<file path="src/rtl/ctrl_pkg.sv">
// Shared definitions for the pipelined RV32 control unit: opcodes, ALUOp codes
// and the control bundle that travels ID -> EX.
package ctrl_pkg;

  localparam logic [6:0] OPC_R      = 7'b0110011;
  localparam logic [6:0] OPC_LOAD   = 7'b0000011;
  localparam logic [6:0] OPC_STORE  = 7'b0100011;
  localparam logic [6:0] OPC_BRANCH = 7'b1100011;
  localparam logic [6:0] OPC_OP_IMM = 7'b0010011;
  localparam logic [6:0] OPC_JALR   = 7'b1100111;
  localparam logic [6:0] OPC_JAL    = 7'b1101111;
  localparam logic [6:0] OPC_LUI    = 7'b0110111;
  localparam logic [6:0] OPC_AUIPC  = 7'b0010111;

  localparam logic [1:0] ALUOP_ADD    = 2'b00;
  localparam logic [1:0] ALUOP_BRANCH = 2'b01;
  localparam logic [1:0] ALUOP_RTYPE  = 2'b10;
  localparam logic [1:0] ALUOP_IMM    = 2'b11;

  typedef struct packed {
    logic       branch;
    logic       jump;
    logic       alusrc;
    logic       pcsel;
    logic       ret;
    logic [1:0] aluop;
    logic       upper;
    logic       pcrel;
    logic       memread;
    logic       memwrite;
    logic       regwrite;
    logic       memtoreg;
  } ctrl_bundle_t;

  localparam ctrl_bundle_t BUBBLE = '0;

endpackage

</file>
<file path="src/rtl/ctrl_decode.sv">
// Combinational opcode decoder: control bundle, effective rd, source usage and
// illegal flag. lui/auipc decode only when CTRL_PIPE_UPPER_IMM_EN is defined.
module ctrl_decode
  import ctrl_pkg::*;
#(
  parameter int unsigned REG_ADDR_W = 5
) (
  input  logic [6:0]            opcode_id,
  input  logic [REG_ADDR_W-1:0] rd_id,
  output ctrl_bundle_t          ctrl,
  output logic [REG_ADDR_W-1:0] rd,
  output logic                  use_rs1,
  output logic                  use_rs2,
  output logic                  illegal
);

  // Opcode table; unknown opcodes yield a bubble with rd cleared
  always_comb begin
    ctrl    = BUBBLE;
    rd      = rd_id;
    use_rs1 = 1'b0;
    use_rs2 = 1'b0;
    illegal = 1'b0;
    case (opcode_id)
      OPC_R: begin
        ctrl.regwrite = 1'b1;
        ctrl.aluop    = ALUOP_RTYPE;
        use_rs1       = 1'b1;
        use_rs2       = 1'b1;
      end
      OPC_LOAD: begin
        ctrl.memread  = 1'b1;
        ctrl.memtoreg = 1'b1;
        ctrl.alusrc   = 1'b1;
        ctrl.regwrite = 1'b1;
        ctrl.aluop    = ALUOP_ADD;
        use_rs1       = 1'b1;
      end
      OPC_STORE: begin
        ctrl.memwrite = 1'b1;
        ctrl.alusrc   = 1'b1;
        use_rs1       = 1'b1;
        use_rs2       = 1'b1;
        rd            = '0;
      end
      OPC_BRANCH: begin
        ctrl.branch = 1'b1;
        ctrl.aluop  = ALUOP_BRANCH;
        use_rs1     = 1'b1;
        use_rs2     = 1'b1;
        rd          = '0;
      end
      OPC_OP_IMM: begin
        ctrl.alusrc   = 1'b1;
        ctrl.regwrite = 1'b1;
        ctrl.aluop    = ALUOP_IMM;
        use_rs1       = 1'b1;
      end
      OPC_JALR: begin
        ctrl.pcsel    = 1'b1;
        ctrl.jump     = 1'b1;
        ctrl.alusrc   = 1'b1;
        ctrl.regwrite = 1'b1;
        use_rs1       = 1'b1;
      end
      OPC_JAL: begin
        ctrl.ret      = 1'b1;
        ctrl.jump     = 1'b1;
        ctrl.alusrc   = 1'b1;
        ctrl.regwrite = 1'b1;
      end
`ifdef CTRL_PIPE_UPPER_IMM_EN
      OPC_LUI: begin
        ctrl.upper    = 1'b1;
        ctrl.alusrc   = 1'b1;
        ctrl.regwrite = 1'b1;
        ctrl.aluop    = ALUOP_ADD;
      end
      OPC_AUIPC: begin
        ctrl.pcrel    = 1'b1;
        ctrl.alusrc   = 1'b1;
        ctrl.regwrite = 1'b1;
        ctrl.aluop    = ALUOP_ADD;
      end
`endif
      default: begin
        illegal = 1'b1;
        rd      = '0;
      end
    endcase
    // Writes to x0 are dropped at decode so later stages never see them
    if (rd == '0) ctrl.regwrite = 1'b0;
  end

endmodule

</file>
<file path="src/rtl/ctrl_pipe.sv">
// Pipelined control unit: decodes in ID, carries controls through ID/EX, EX/MEM
// and MEM/WB, inserts bubbles for load-use and taken branches, and counts them.
// Optional lui/auipc support via CTRL_PIPE_UPPER_IMM_EN (see ctrl_decode).
module ctrl_pipe
  import ctrl_pkg::*;
#(
  parameter int unsigned REG_ADDR_W = 5,
  parameter int unsigned CNT_W      = 16
) (
  input  logic                  clk,
  input  logic                  reset,
  input  logic [6:0]            opcode_id,
  input  logic [REG_ADDR_W-1:0] rs1_id,
  input  logic [REG_ADDR_W-1:0] rs2_id,
  input  logic [REG_ADDR_W-1:0] rd_id,
  input  logic                  branch_taken_ex,
  input  logic                  stall_ext,
  output logic                  ex_branch,
  output logic                  ex_jump,
  output logic                  ex_alusrc,
  output logic                  ex_pcsel,
  output logic                  ex_return,
  output logic [1:0]            ex_aluop,
  output logic                  ex_upper,
  output logic                  ex_pcrel,
  output logic                  ex_memread,
  output logic [REG_ADDR_W-1:0] ex_rd,
  output logic                  mem_memread,
  output logic                  mem_memwrite,
  output logic [REG_ADDR_W-1:0] mem_rd,
  output logic                  mem_regwrite,
  output logic [REG_ADDR_W-1:0] wb_rd,
  output logic                  wb_regwrite,
  output logic                  wb_memtoreg,
  output logic                  stall_if_id,
  output logic                  flush_if_id,
  output logic                  illegal_id,
  output logic [CNT_W-1:0]      bubble_cnt
);

  ctrl_bundle_t          dec_ctrl;
  logic [REG_ADDR_W-1:0] dec_rd;
  logic                  use_rs1, use_rs2, dec_illegal;

  ctrl_bundle_t          ex_q, ex_d;
  logic [REG_ADDR_W-1:0] ex_rd_q, ex_rd_d;
  logic                  mem_memread_q, mem_memwrite_q, mem_regwrite_q, mem_memtoreg_q;
  logic [REG_ADDR_W-1:0] mem_rd_q;
  logic                  wb_regwrite_q, wb_memtoreg_q;
  logic [REG_ADDR_W-1:0] wb_rd_q;
  logic [CNT_W-1:0]      cnt_q, cnt_d;
  logic                  load_use, inject;

  ctrl_decode #(
    .REG_ADDR_W (REG_ADDR_W)
  ) u_decode (
    .opcode_id (opcode_id),
    .rd_id     (rd_id),
    .ctrl      (dec_ctrl),
    .rd        (dec_rd),
    .use_rs1   (use_rs1),
    .use_rs2   (use_rs2),
    .illegal   (dec_illegal)
  );

  // Hazard detection; a taken branch overrides load-use, stall_ext overrides both
  always_comb begin
    load_use    = ex_q.memread && (ex_rd_q != '0) &&
                  ((use_rs1 && (rs1_id == ex_rd_q)) || (use_rs2 && (rs2_id == ex_rd_q)));
    inject      = branch_taken_ex || load_use;
    stall_if_id = stall_ext || (load_use && !branch_taken_ex);
    flush_if_id = branch_taken_ex && !stall_ext;
    illegal_id  = dec_illegal;
  end

  // Next EX contents and saturating bubble counter
  always_comb begin
    ex_d    = inject ? BUBBLE : dec_ctrl;
    ex_rd_d = inject ? '0 : dec_rd;
    cnt_d   = cnt_q;
    if (inject && (cnt_q != '1)) cnt_d = cnt_q + 1'b1;
  end

  // Pipeline registers; stall_ext freezes every stage and the counter
  always_ff @(posedge clk) begin
    if (reset) begin
      ex_q           <= BUBBLE;
      ex_rd_q        <= '0;
      mem_memread_q  <= 1'b0;
      mem_memwrite_q <= 1'b0;
      mem_regwrite_q <= 1'b0;
      mem_memtoreg_q <= 1'b0;
      mem_rd_q       <= '0;
      wb_regwrite_q  <= 1'b0;
      wb_memtoreg_q  <= 1'b0;
      wb_rd_q        <= '0;
      cnt_q          <= '0;
    end else if (!stall_ext) begin
      ex_q           <= ex_d;
      ex_rd_q        <= ex_rd_d;
      mem_memread_q  <= ex_q.memread;
      mem_memwrite_q <= ex_q.memwrite;
      mem_regwrite_q <= ex_q.regwrite;
      mem_memtoreg_q <= ex_q.memtoreg;
      mem_rd_q       <= ex_rd_q;
      wb_regwrite_q  <= mem_regwrite_q;
      wb_memtoreg_q  <= mem_memtoreg_q;
      wb_rd_q        <= mem_rd_q;
      cnt_q          <= cnt_d;
    end
  end

  // Output mapping
  always_comb begin
    ex_branch    = ex_q.branch;
    ex_jump      = ex_q.jump;
    ex_alusrc    = ex_q.alusrc;
    ex_pcsel     = ex_q.pcsel;
    ex_return    = ex_q.ret;
    ex_aluop     = ex_q.aluop;
    ex_upper     = ex_q.upper;
    ex_pcrel     = ex_q.pcrel;
    ex_memread   = ex_q.memread;
    ex_rd        = ex_rd_q;
    mem_memread  = mem_memread_q;
    mem_memwrite = mem_memwrite_q;
    mem_regwrite = mem_regwrite_q;
    mem_rd       = mem_rd_q;
    wb_regwrite  = wb_regwrite_q;
    wb_memtoreg  = wb_memtoreg_q;
    wb_rd        = wb_rd_q;
    bubble_cnt   = cnt_q;
  end

endmodule

</file>
<file path="config.mk">
export PLATFORM = sky130hd
export DESIGN_NAME = ctrl_pipe
export DESIGN_NICKNAME = d
export VERILOG_FILES = /design/src/rtl/ctrl_pkg.sv /design/src/rtl/ctrl_decode.sv /design/src/rtl/ctrl_pipe.sv
export SDC_FILE = /design/constraint.sdc
export NUM_CORES = 1
export LEC_CHECK = 0
export CAP_MARGIN = 40
export CORE_MARGIN = 4
export CORE_UTILIZATION = 47
export DETAILED_ROUTE_END_ITERATION = 8
export GPL_TIMING_DRIVEN = 1
export PLACE_DENSITY = 0.81
export SYNTH_ARGS = -nofsm -noshare
export SYNTH_HDL_FRONTEND = slang
export SYNTH_HIERARCHICAL = 1
export SYNTH_SLANG_ARGS = --single-unit
</file>
<file path="constraint.sdc">
create_clock -name clk -period 3.1 [get_ports clk]
set_clock_uncertainty 0.1 [all_clocks]
set_input_delay 0.465 -clock clk [delete_from_list [all_inputs] [get_ports clk]]
set_output_delay 0.465 -clock clk [all_outputs]
set_load 0.005 [all_outputs]
</file>
==> metrics.md <==
| Metric | Value |
|---|---|
| Die Height | 79.6 um |
| CP peak stage delay | 0.57 ns |
| DRT antenna net count | 0 |
| Crit path arrival time | approximately 2.9 ns |
| Leak | about 1.2 nW |
| Via count | approximately 2200 |
| H-tree levels | 2 |
| Syn-to-layout area delta | 37.7% |
| First-pass GRT wire length | ~10000 um |
| Clock tree buffer depth | 2 |
| Critical Path Source Type | input pin |
| Total wire length after detailed routing | 5960 um |
| Clock Tree Root | clkbuf_8 |
| Drt first pass iters | 4 |
| Sequential power share | 52.8% |
| Die Area | 6340 um2 |
| Final period util | around nine tenths |
| Worst vdd ir | 0.239 mV |
| Post-Layout Cell Count | 405 |
| Post-synth EDFFs | 0 |
| Skew-Pair Late Insertion Delay | 0.30 ns |
| Syn Std Cell Area | between 2000 and 2500 um2 |
| Wirelength per Cell | 14.7 um |
| DP HPWL | 4260 um |
| Main flop type after synthesis | dfxtp_1 |
| N_diodes | 0 |
| Critical path endpoint category | flop |
| Core area | ~4800 um2 |
| Slew HR | 49.2% |
| Measured slew at the worst slew-check pin | 0.760 ns |
| Final core occ | 68.5% |
| Comb power frac | slightly below 10% |
| Final min period | 2.77 ns |
| Final Wtd Congestion | about 0.84 |
| Mean Syn Cell Area | between 9 and 10 um2 |
| Slew Viols, Final | 0 |
| CTS tree | yes |
| Placed instance count | between 300 and 400 |
| # port buffers | 74 |
| Drt initial violations | between 100 and 150 |
| Die width | approximately 80 um |
| Ports | 75 |
| Crit-path cells | clkdlybuf4s50_1, nand2b_4, or2_4, inv_6, a22o_1, nand2_1, buf_4, o221ai_2, nand2_4, or4_2, a21oi_1 |
| GR Util All Layers | 20.0% |
| CP max FO | 24 |
| Ranking of synthesized cells by area | dfxtp_1, mux2i_1, nor2_1 |
| Area leader, netlist | dfxtp_1 |
| TritonCTS buffer count | 5 |
| Setup TNS | 0 ns |
| Final worst slack | 0.335 ns |
| Row count | 25 |
| Synth Register Bits | 50 |
| Status | finished, final reports clean |
| Pwr/cell area | 369 nW/um2 |
| Fmax | 362 MHz |
| Post-CTS setup buffer count | 0 |
| HP Class | reg2reg |
| Area of the multi-input gates | 1250 um2 |
| Grt total ovfl | 0 |
| Yosys warns | 6 |
| Initial core utilization | approximately half |
| Fraction of layout cells with a size suffix above 1 | between 10% and 20% |
| Largest net degree at the start of global routing | 30 |
| Hold-fix buffers, CTS | 0 |
| Setup violations, final | 0 |
| Distinct cells, synth | 46 |
| Switching part of the total power | 21.1% |
| Fillers | 406 |
| # DRC | 0 |
| Area after DPL | 3200 um2 |
| Clk slew on worst S/H paths | 0.08 ns |
| Final net count | around 370 |
| Switching pwr | between 0.2 and 0.3 mW |
| Vias in the first global route | 2142 |
| Worst slack, placed | roughly 0.021 ns |
| Share of the yosys chip area belonging to registers | 41.5% |
| Post-CTS sizing | 0 |
| CTS sink count | 50 |
| Cell Int Power | about 0.97 mW |
| Post-route cell area | roughly 3300 um2 |
| Initial antenna violation count | 0 |
| Ys async rst share | 0% |
| Seq. cell area | around 1000 um2 |
| Critical path type | in2reg |
| Detail-routed via count per cell | about 5.3 |
| Clock share of power | 37.3% |
| Share of the synthesized area in the top cell type | 41.5% |
| Cell count after synthesis | 265 |
| CP max stage cell | or4_2 |
| CP required | 3.24 ns |
| RSZ-0062 raised after global routing | false |
| Final hold viol count | 0 |
| Max_cap viols | 0 |
==> area by class of cell <==
| type | count | share of cell area, % |
|---|---|---|
| well taps | 67 | 2.53 |
| clock inverters | 1 | 0.905 |
| inverters | 7 | 0.942 |
| repair buffers | 85 | 25.2 |
| multi-input cells | 189 | 37.8 |
| flip-flops and latches | 50 | 30.2 |
| clock buffers | 6 | 2.49 |
==> metal layers <==
metal | up-vias | share of wire (%) | track usage [%]
met2 | 60 | 47 | 32.1
met4 | 0 | 1.1 | 6.36
li1 | 1088 | - | -
met1 | 999 | 44 | 25.2
met3 | 8 | 7.8 | 6.66
met5 | - | 0 | 0
==> power groups by stage <==
stage | logic (mW) | clock network, mW | registers, mW
2_1_floorplan | 0.0622 | 0 | 0.662
3_3_place_gp | 0.113 | 0 | 0.663
3_5_place_dp | 0.119 | 0 | 0.663
4_1_cts | 0.120 | 0.468 | 0.647
5_1_grt | 0.129 | 0.503 | 0.648
6_report | 0.120 | 0.458 | 0.647
==> cells by family after synthesis <==
kind of cell | Yosys count | synth area share (%)
compound gates | 59 | 17.8
xor+xnor | 12 | 4.36
fa+ha+maj | 1 | 0.519
buf+inv | 27 | 6.91
flops | 50 | 41.5
mux | 17 | 7.06
other cells | 1 | 0.156
simple gates | 98 | 21.7
==> stage by stage <==
| stage | power, mW | hold WS (ns) |
|---|---|---|
| after CTS | 1.24 | 0.396 |
| after global placement | 0.776 | 0.374 |
| after floorplan | 0.724 | 0.360 |
| final | 1.23 | 0.394 |
| after detailed placement | 0.782 | 0.384 |
| after global routing | 1.28 | 0.429 |
==> cell usage in the layout (no fill, tap or decap), types with 3 or more instances in the layout <==
| cell | n |
|---|---|
| and3_1 | 5 |
| buf_4 | 10 |
| nand3_1 | 8 |
| mux2i_1 | 17 |
| xnor2_1 | 10 |
| nand4_1 | 7 |
| nor2_1 | 43 |
| nand2_1 | 8 |
| clkdlybuf4s50_1 | 71 |
| or3_2 | 5 |
| inv_1 | 6 |
| a22oi_1 | 18 |
| a21oi_1 | 14 |
| or4_2 | 3 |
| o31ai_1 | 8 |
| a21boi_1 | 5 |
| o21ai_1 | 5 |
| clkbuf_8 | 6 |
| dfxtp_1 | 50 |
| or4_1 | 7 |
==> worst max-delay path: cells and delay by family <==
kind / cells / cell delay (ns)
buffers and inverters: 3 / 0.74
AOI/OAI and AO/OA: 3 / 0.50
and+or+nand+nor: 5 / 1.19
==> cells in the mapped netlist, types with 2 or more instances <==
cell / number
or4_2: 3
xnor2_1: 10
a22oi_1: 18
or3_2: 5
o31ai_1: 8
a21oi_2: 2
nand3_1: 8
xor2_1: 2
dfxtp_1: 50
a21boi_1: 5
buf_4: 5
clkbuf_1: 11
o21ai_1: 5
or4_1: 7
nor2_1: 43
a21oi_1: 14
buf_12: 2
nand4_1: 7
inv_1: 6
and3_1: 5
nand2_1: 8
mux2i_1: 17
==> state kept, by name, indices dropped and copies added (netlist names), 2 cells and up <==
name,count
bubble_cnt,16
ex_aluop,2
wb_rd,5
mem_rd,5
ex_q,3
ex_rd,5
==> final timing paths <==
kind	startpoint	to	slack (ns)	depth (start not counted)
worst min-delay path	bubble_cnt[12]	bubble_cnt[12]	0.39	2
worst max register to register	ex_rd[4]	ex_q[1]	0.75	5
worst min register to register	bubble_cnt[12]	bubble_cnt[12]	0.39	2
worst max-delay path	opcode_id[5]	bubble_cnt[8]	0.33	11
(Power assumes the default switching activity.)
